File: src/rtl/instr_encoder.sv
// rtl/instr_encoder.sv - packs decoded RV32I fields into instruction words and streams them into IMEM
// Range/alignment checks mirror ImmGen so that each word decodes back to the supplied immediate.
module instr_encoder #(
  parameter int ADDR_WIDTH = 8
) (
  input  logic                  clk,
  input  logic                  rst,
  input  logic                  start,
  input  logic                  in_valid,
  output logic                  in_ready,
  input  logic [2:0]            fmt,
  input  logic [6:0]            opcode,
  input  logic [4:0]            rd,
  input  logic [4:0]            rs1,
  input  logic [4:0]            rs2,
  input  logic [2:0]            funct3,
  input  logic [6:0]            funct7,
  input  logic [31:0]           imm,
  input  logic                  last,
  output logic                  wr_en,
  output logic [ADDR_WIDTH-1:0] wr_addr,
  output logic [31:0]           wr_data,
  output logic [ADDR_WIDTH:0]   count,
  output logic                  done,
  output logic                  err,
  output logic [1:0]            err_code
);

  typedef enum logic [1:0] {IDLE, LOAD, FULL} state_t;

  localparam logic [ADDR_WIDTH:0] CNT_ONE = {{ADDR_WIDTH{1'b0}}, 1'b1};

  state_t             state;
  state_t             state_nx;
  logic               accept;
  logic               legal;
  logic               last_addr;
  logic [1:0]         chk_code;
  logic [31:0]        word;
  logic signed [31:0] imm_s;

  assign imm_s     = imm;
  assign in_ready  = (state == LOAD);
  assign done      = (state == FULL);
  assign accept    = in_valid && in_ready && !start;
  assign legal     = (chk_code == 2'd0);
  assign last_addr = (count[ADDR_WIDTH-1:0] == {ADDR_WIDTH{1'b1}});

  // Field packing and immediate legality for the beat currently presented.
  always_comb begin
    word     = 32'h0;
    chk_code = 2'd0;
    case (fmt)
      3'd0: word = {funct7, rs2, rs1, funct3, rd, opcode};
      3'd1: begin
        word = {imm[11:0], rs1, funct3, rd, opcode};
        if (imm_s < -32'sd2048 || imm_s > 32'sd2047) chk_code = 2'd1;
      end
      3'd2: begin
        word = {imm[11:5], rs2, rs1, funct3, imm[4:0], opcode};
        if (imm_s < -32'sd2048 || imm_s > 32'sd2047) chk_code = 2'd1;
      end
      3'd3: begin
        word = {imm[12], imm[10:5], rs2, rs1, funct3, imm[4:1], imm[11], opcode};
        if (imm_s < -32'sd4096 || imm_s > 32'sd4094) chk_code = 2'd1;
        else if (imm[0])                             chk_code = 2'd2;
      end
      3'd4: begin
        word = {imm[31:12], rd, opcode};
        if (imm[11:0] != 12'h000) chk_code = 2'd1;
      end
      3'd5: begin
        word = {imm[20], imm[10:1], imm[11], imm[19:12], rd, opcode};
        if (imm_s < -32'sd1048576 || imm_s > 32'sd1048574) chk_code = 2'd1;
        else if (imm[0])                                   chk_code = 2'd2;
      end
      default: chk_code = 2'd3;
    endcase
  end

  always_ff @(posedge clk or posedge rst) begin
    if (rst) state <= IDLE;
    else     state <= state_nx;
  end

  // An illegal final beat still ends the session; a legal one also ends it on the last address.
  always_comb begin
    state_nx = state;
    if (start) begin
      state_nx = LOAD;
    end else if (accept) begin
      if (last || (legal && last_addr)) state_nx = FULL;
    end
  end

  always_ff @(posedge clk or posedge rst) begin
    if (rst) begin
      wr_en    <= 1'b0;
      wr_addr  <= '0;
      wr_data  <= 32'h0;
      count    <= '0;
      err      <= 1'b0;
      err_code <= 2'd0;
    end else begin
      wr_en <= 1'b0;
      if (start) begin
        count    <= '0;
        err      <= 1'b0;
        err_code <= 2'd0;
      end else if (accept) begin
        if (legal) begin
          wr_en   <= 1'b1;
          wr_addr <= count[ADDR_WIDTH-1:0];
          wr_data <= word;
          count   <= count + CNT_ONE;
        end else begin
          err <= 1'b1;
          if (!err) err_code <= chk_code;
        end
      end
    end
  end

endmodule

File: config.mk
export PLATFORM = sky130hd
export DESIGN_NAME = instr_encoder
export DESIGN_NICKNAME = d
export VERILOG_FILES = /design/src/rtl/instr_encoder.sv
export SDC_FILE = /design/constraint.sdc
export NUM_CORES = 1
export LEC_CHECK = 0
export BUFFER_PORTS_ARGS = -buffer_cell sky130_fd_sc_hd__buf_2
export CAP_MARGIN = 20
export CORE_AREA = 2 2 89 74
export DETAILED_ROUTE_END_ITERATION = 10
export DIE_AREA = 0 0 91 76
export PLACE_DENSITY = 0.91
export SYNTH_ARGS = -nofsm -noshare
export SYNTH_HDL_FRONTEND = slang
export SYNTH_SLANG_ARGS = --single-unit
File: constraint.sdc
create_clock -name clk -period 3.3 [get_ports clk]
set_input_delay 0 -clock clk [delete_from_list [all_inputs] [get_ports clk]]
set_output_delay 0 -clock clk [all_outputs]
set_load 0.1 [all_outputs]
Word-level counts from Yosys, hierarchy flattened
Index checks and enable logic that the tools add are counted.

Flip-flop bits (word level): 55. Input bits: 72. Logic and storage cells: 68. Output and inout bits: 55.

$add $sub $neg: 1. Reductions and logical operators: 20. $lt $le $gt $ge: 6. Mux-type cells: 23. Eq/ne operators: 10. Bitwise logic cells: 1.

Operators with widths (number): one-hot mux 32 bit (6 select lines) (1); greater-than comparator 32 x 12 -> 1 bit (second input constant) (1); greater-than comparator 32 x 13 -> 1 bit (second input constant) (1); greater-than comparator 32 x 21 -> 1 bit (second input constant) (1); < comparator 32 x 12 -> 1 bit (second input constant) (1); < comparator 32 x 13 -> 1 bit (second input constant) (1); < comparator 32 x 21 -> 1 bit (second input constant) (1); two-way mux 9 bit (3); two-way mux 2 bit (10); nonzero test 12 bit (1); one-hot mux 2 bit (5 select lines) (1); adder 9 x 1 -> 9 bit (second input constant) (1); equality test 8 bit (second input constant) (1); two-way mux 1 bit (8); equality test 3 x 2 -> 1 bit (second input constant) (2); equality test 3 bit (second input constant) (2); AND reduction 2 bit (3); AND reduction 3 bit (2); nonzero test 2 bit (3); logical OR 1 bit (4); inequality test 2 bit (second input constant) (2); equality test 3 x 1 -> 1 bit (second input constant) (1); logical AND 1 bit (3); zero test 3 bit (1); other kinds (6) (6).

Depth between registers and ports, before layout
Gate-level depths: netlist (run 1).

Depth after elaboration: 10. Depth in mapped cells: 10. Depth with buffers taken out: 7.

Worst setup path before layout (run 1)
No wires, ideal clock.

Path kind: register -> register. Start point: reg state[1]. End point: reg wr_addr[0]. Period minus slack after synthesis: 3.541 ns. Stages on the path, launching flop included: 8. Arrival: 3.415 ns. Path buffers: 1. Required time: 3.174 ns. Path slack: -0.241 ns. Library setup time: 0.126 ns. Cells stage by stage: dfrtp_1 nor2b_1 nand2_1 a311oi_1 nand3_1 nor4_4 buf_4 mux2_2.

Word-level cells in the longest chain between the ends: 4.

Ends and longest elaborated chain: from (decl) (RTL line 33) `state_t state;`; from (signal assigned) (RTL line 83) `else state <= state_nx;`; equality test 2 x 1 -> 1 bit (RTL line 43) `assign in_ready = (state == LOAD);`; net in_ready (RTL line 10) `output logic in_ready,`; logical AND 1 bit (2 in series) (RTL line 45) `assign accept = in_valid && in_ready && !start;`; AND reduction 3 bit (no source line); to (signal assigned) (RTL line 113) `wr_addr <= count[ADDR_WIDTH-1:0];`; to (decl) (RTL line 21) `output logic [ADDR_WIDTH-1:0] wr_addr,`.

The timed path passes the listed nets, and every way through them passes these cells. A chain may end at the register's enable or synchronous reset.

Worst setup path in the final report (run 1)
Start point: in imm[30]. End point: reg wr_data[22].

Word-level cells in the longest chain between the ends: 6. Elaborated cells on any way between the ends: 15. Classes of those cells: order compare (6); mux (4); reduce/logical (5).

Ends and longest elaborated chain: from (decl) (RTL line 18) `input logic [31:0] imm,`; < comparator 32 x 21 -> 1 bit, or another cell as far along (RTL line 74) `if (imm_s < -32'sd1048576 || imm_s > 32'sd1048574) chk_code = 2'd1;`; logical OR 1 bit (on tied branches); two-way mux 2 bit, or another cell as far along (RTL line 74); one-hot mux 2 bit (5 select lines) (*) (RTL line 53) `case (fmt)`; zero test 2 bit (*) (RTL line 46) `assign legal = (chk_code == 2'd0);`; AND reduction 3 bit (no source line) (*); to (signal assigned) (RTL line 114) `wr_data <= word;`; to (decl) (RTL line 22) `output logic [31:0] wr_data,`.

Every way passes the cells marked *; elsewhere a longest branch is shown, timed or not.

==> flow_summary.yaml, run 1 <==
clock_network:
  clk_pin_slew_worst_paths_ns: 0.10
  clkLatencyLatePin_ns: 0.32
  cts_sinks: 55
  cts_tree: "yes"
  cts_resized: 0
  cts_htree_levels: 2
  numCtsBuffers: 5
  post-cts-setup-buffer-count: 0
  root_buffer: "clkbuf_8"
  cts_max_path_buffers: 2
critical_path:
  critPathKind: "primary input to flop"
  critPathArrivalTime_ns: 2.65
  crit_path_end_kind: "flop"
  cp-start-kind: "primary input"
  ff2ff_setup_slack_ns: 0.99
  required_ns: 3.54
  worstReg2RegEnd: "wr_data[22]"
  cp_max_fo: 23
  rr_startpoint: "state[0]"
  worst-r2r-cell-count: 9
timing:
  finalCritPeriodShare_pct: 72.9
  fin_skew_ns: 0.00249
  rsz0062_at_grt: "false"
  hold_viol: 0
  worstMarginPinSlew_ns: 0.658
  drv_slew: 0
  setup_viol: 0
  fmax_ghz: 0.416
  setup_tns_ns: 0
  fin_ws_ns: 0.894
  timing.slew.headroom_pct: 55.7
  fin_crit_ns: 2.41
min_path:
  hold_class: "primary input to flop"
  holdPathStages: 3
  hold_end: "state[1]"
  hp-start: "in_valid"
detailed_routing:
  wire_per_inst_um: 16.2
  vias_per_cell: 5.77
  via_count: 3264
  dr.pass1.iters: 6
  antenna_left: 0
  drc: 0
  finalWirelength_um: 9180
  drt_iter0_markers: 376
logic_synthesis:
  syn-cell-area_mm2: 0.00307
  async_flop_share_pct: 100
  synth_fa_ha_area_share_pct: 0.407
  synth_edf_count: 0
  avgSynthCellArea_um2: 8.73
  postSynthCellCount: 352
  synth-simple-area-share_pct: 23.7
  synth_most_common_cell: "a21oi_1"
  synth-compound-area-share_pct: 18.5
  synth_top_area_cell: "dfrtp_1"
  synth_cell_type_count: 42
  yosys.area.top_type_share_pct: 44.8
  ys.flop_type: "dfrtp_1"
  synth_nets: 425
  synth_area_leaders: "dfrtp_1, a21oi_1, nor2_1, nor2b_1, mux2_2"
  synth-seq-cells: 55
  synth_warnings: 0
  synth_common_cells: "a21oi_1, dfrtp_1, nor2_1"
  synth-xor-area-share_pct: 1.14
  synthMuxAreaShare_pct: 6.60
  synth_top_family_by_area: "simple AND/OR/NAND/NOR gates"
  ys_seq_area_share_pct: 44.8
floorplan:
  start_util_pct: 50.2
  die_width_um: 91
  core_mm2: 0.00612
  io_pins: 127
  dieArea_mm2: 0.00692
  rows: 26
  die_y_um: 76
placement:
  hpwl_um: 6590
  gp_congestion: 0.899
  pre_cts_slack_ns: 0.575
  portBuffers: 126
  dpl.cell_count: 549
global_routing:
  grt_max_degree: 37
  grt_pass1_vias: 3058
  grtUsageTotal_pct: 26.5
  grt_pass1_wl_um: 14800
  antenna_found_initial: 0
  gr-total-overflow: 0
cells_and_area:
  drive_above_1_share_pct: 33.4
  nets: 554
  num_antenna_cells: 0
  areaGrowthSynthToFinish_pct: 29.9
  fin_cells: 566
pwr:
  power_density_mw_per_mm2: 733
  peakVddDrop_v: 0.000686
  p_leak_nw: 1.87
run_status:
  status: "complete, no violations"
flow_run:
  drv_cap: 0
## critical path, stage by stage
cell and delay (ns):
buf_2 0.12, nor4_1 0.41, nand3_1 0.17, or4_1 0.49, a32o_1 0.33, nor4_4 0.37
buf_4 0.26, buf_4 0.28, nor2_1 0.07, a21oi_1 0.13
## metal layers
metal  track usage, %  share of wire, %  up-vias
met5                0                 0        -
met4             9.85               2.0        0
met3             5.84               7.4       24
met2             42.1                49      176
met1             35.8                42     1542
li1                 -                 -     1522
## metrics by stage
stage	hold slack, ns	utilization [%]	cell area, um2	power, mW
2_1_floorplan	0.0635	-	3070	2.16
3_3_place_gp	0.0809	61.9	3780	2.43
3_5_place_dp	0.0912	61.9	3780	2.45
4_1_cts	0.0134	65.3	3990	2.93
5_1_grt	0.0382	65.3	3990	3.03
6_report	0.0116	65.3	3990	2.93
## sequential cells by signal, summed over array words and instances, names as in the netlist
signal / count
wr_data: 32
wr_en: 1
count: 9
state: 2
wr_addr: 8
err: 1
err_code: 2
## cells in the final DEF (no fill, tap or decap), drive strengths merged, types with 2 or more instances in the layout
| cell | n |
|---|---|
| dfrtp | 55 |
| a21oi | 62 |
| mux2 | 10 |
| mux2i | 9 |
| nor2 | 55 |
| and3 | 4 |
| inv | 16 |
| o21ba | 2 |
| a21o | 2 |
| nor4 | 15 |
| buf | 133 |
| xnor2 | 4 |
| a31o | 2 |
| o21ai | 11 |
| a31oi | 4 |
| nand3 | 15 |
| nand2 | 8 |
| a221oi | 6 |
| nand4 | 10 |
| clkbuf | 6 |
| nor2b | 21 |
| a311oi | 2 |
| nor3 | 4 |
| dlygate4sd3 | 9 |
## power by group
| group | internal, mW | leakage [nW] | switching [mW] | total, mW |
|---|---|---|---|---|
| clock | 0.246 | 0.0612 | 0.227 | 0.473 |
| combinational | 0.245 | 1.12 | 1.31 | 1.56 |
| sequential | 0.813 | 0.688 | 0.0800 | 0.893 |
| total | 1.30 | 1.87 | 1.62 | 2.93 |
## logic make-up (layout without fill, tap and decap cells)
| group | after synthesis | after routing |
|---|---|---|
| xor gates and xnor gates | 4 | 4 |
| adders and majority gates | 1 | 1 |
| buffers and inverters | 36 | 166 |
| muxes | 19 | 19 |
| DFF | 55 | 55 |
| and+or+nand+nor | 140 | 140 |
| AOI/OAI and AO/OA | 97 | 97 |
## worst max path at each step
stage	slack (ns)	startpoint	cells after the start	endpoint
6_report	0.89	imm[30]	10	wr_data[22]
3_5_place_dp	0.57	imm[30]	10	wr_data[22]
5_1_grt	0.62	imm[30]	10	wr_data[16]
2_1_floorplan	0.37	state[1]	7	wr_addr[0]
3_3_place_gp	0.69	imm[30]	10	wr_data[17]
4_1_cts	0.90	imm[30]	10	wr_data[22]
## cell type report
| cell class | count | area (um2) |
|---|---|---|
| fill | 539 | 2120 |
| inverter | 16 | 60.1 |
| sequential | 55 | 1380 |
| clock buffer | 6 | 82.6 |
| timing repair buffer | 142 | 786 |
| tap | 84 | 105 |
| multi-input combinational | 261 | 1550 |
| clock inverter | 2 | 35.0 |
## timing repair
action,CTS,global route
hold buffers,9,0
hold endpoints to repair,34,0
setup endpoints to repair,0,0
Note: power is estimated with default switching activity, not from simulation.
==> run 2: changes to the inputs <==
Settings changed: CORE_AREA 2 2 89 74 to 2 2 93 77, DIE_AREA 0 0 91 76 to 0 0 95 79, PLACE_DENSITY 0.91 to 0.85.
Clock period 3.3 ns to 2.4 ns, I/O delays scaled along.
==> flow_summary.yaml, run 2 (same netlist as run 1, synthesis figures left out) <==
floorplan:
  dieArea_mm2: 0.00751
  core_mm2: 0.00666
  start_util_pct: 46.2
  die_y_um: 79
  io_pins: 127
  rows: 27
  die_width_um: 95
cells_and_area:
  areaGrowthSynthToFinish_pct: 37.8
  largest_register_ffs: 32
  final_cell_area_mm2: 0.00423
  final_common_cell: "buf_2"
  top_regs: "wr_data: 32 flops, count: 9 flops, wr_addr: 8 flops"
  fin_cells: 602
  nFillCells: 547
  nets: 587
  layout_common_cells: "buf_2, a21oi_1, nor2_1, dfrtp_1, buf_4"
  drive_above_1_share_pct: 37.9
  num_antenna_cells: 0
  top_register: "wr_data"
  multi_input_area_mm2: 0.00155
  seq_area_mm2: 0.00138
  final_util_pct: 63.6
placement:
  gp_congestion: 0.934
  hpwl_um: 7110
  dpl_cell_area_mm2: 0.00404
  dpl.cell_count: 585
  portBuffers: 126
min_path:
  hold_class: "primary input to flop"
  hp-start: "imm[13]"
  holdPathStages: 3
run_status:
  status: "complete, no violations"
pwr:
  swShare_pct: 56.4
  combPwrFrac_pct: 55.2
  p_leak_nw: 2.02
  p_int_mw: 1.73
  switchingPower_mw: 2.23
  clkPwrFrac_pct: 13.9
  seq_power_share_pct: 30.9
  peakVddDrop_v: 0.000804
  power_density_mw_per_mm2: 936
detailed_routing:
  finalWirelength_um: 9370
  drc: 0
  vias_per_cell: 5.56
  antenna_left: 0
  via_count: 3348
  drt_iter0_markers: 313
  wire_per_inst_um: 15.6
  dr.pass1.iters: 5
timing:
  fin_crit_ns: 2.19
  rsz0062_at_grt: "false"
  fmax_ghz: 0.457
  setup_viol: 0
  hold_viol: 0
  setup_tns_ns: 0
  worstMarginPinSlew_ns: 1.02
  timing.slew.headroom_pct: 31.8
  finalCritPeriodShare_pct: 91.2
  drv_slew: 0
  fin_skew_ns: 0.0102
critical_path:
  cp_max_fo: 6
  rr_startpoint: "state[1]"
  crit_path_end_kind: "flop"
  critPathArrivalTime_ns: 2.39
  worst-r2r-cell-count: 7
  cp-start-kind: "primary input"
  path_cells: "buf_2 -> nor4_1 -> buf_4 -> nand3_1 -> or4_1 -> a32o_1 -> nor4_4 -> buf_4 -> mux2_2"
  slowest_delay_ns: 0.49
  critPathKind: "primary input to flop"
  required_ns: 2.60
  cp_slowest_cell: "or4_1"
  cpMostUsedCell: "buf_4"
  crit_start: "imm[30]"
clock_network:
  root_buffer: "clkbuf_8"
  cts_htree_levels: 2
  cts_tree: "yes"
  clk_pin_slew_worst_paths_ns: 0.10
  cts_max_path_buffers: 2
  numCtsBuffers: 5
  post-cts-setup-buffer-count: 0
  cts_sinks: 55
  clkLatencyLatePin_ns: 0.31
flow_run:
  drv_cap: 0
global_routing:
  grt_max_degree: 56
  grt_pass1_wl_um: 14900
  antenna_found_initial: 0
  gr-total-overflow: 0
  grt_pass1_vias: 3126
  grtUsageTotal_pct: 25.3
## run 2: cell type report
| cell class | instances | area share, % |
|---|---|---|
| clock buffers | 6 | 1.95 |
| inverters | 16 | 1.42 |
| multi-input cells | 261 | 36.7 |
| repair buffers | 175 | 24.4 |
| well taps | 87 | 2.57 |
| flip-flops and latches | 55 | 32.5 |
| clock inverters | 2 | 0.384 |
## run 2: worst paths after layout
kind	endpoint	slack, ns
setup / recovery	wr_addr[5]	0.21
setup reg to reg	wr_addr[5]	0.36
hold / removal	wr_data[13]	0.02
hold reg to reg	wr_addr[7]	0.51
max in group asynchronous	wr_data[13]	1.53
min in group asynchronous	wr_addr[7]	0.41
## run 2: per-stage QoR
step / total power [mW] / hold WS (ns) / worst slack [ns]
2_1_floorplan: 2.98 / 0.0635 / -0.137
3_3_place_gp: 3.38 / 0.220 / -0.0342
3_5_place_dp: 3.41 / 0.234 / -0.105
4_1_cts: 3.96 / 0.0191 / 0.215
5_1_grt: 4.12 / 0.0239 / 0.00494
6_report: 3.96 / 0.0221 / 0.211
## run 2: critical path: cells and delay by family
| family | cells | cell delay (ns) |
|---|---|---|
| compound gates | 1 | 0.28 |
| mux | 1 | 0.34 |
| buf+inv | 3 | 0.51 |
| simple gates | 4 | 1.25 |
## run 2: metal layers
metal,GRT usage [%],routed length [um],vias to the layer above
li1,-,-,1587
met1,33.8,3970,1580
met2,41.8,4500,163
met3,6.17,785,18
met4,5.51,112,0
met5,0,0,-
## run 2: power by group through the flow
| stage | clock, mW | combinational (mW) | sequential, mW |
|---|---|---|---|
| floorplan | 0 | 0.332 | 2.64 |
| global placement | 0 | 2.15 | 1.23 |
| detailed placement | 0 | 2.17 | 1.24 |
| CTS | 0.558 | 2.18 | 1.22 |
| global route | 0.597 | 2.28 | 1.25 |
| finish | 0.550 | 2.19 | 1.22 |
## run 2: repair_timing
action,in CTS,in global routing
hold buffers,9,0
hold endpoints to repair,63,0
resized for setup,0,0
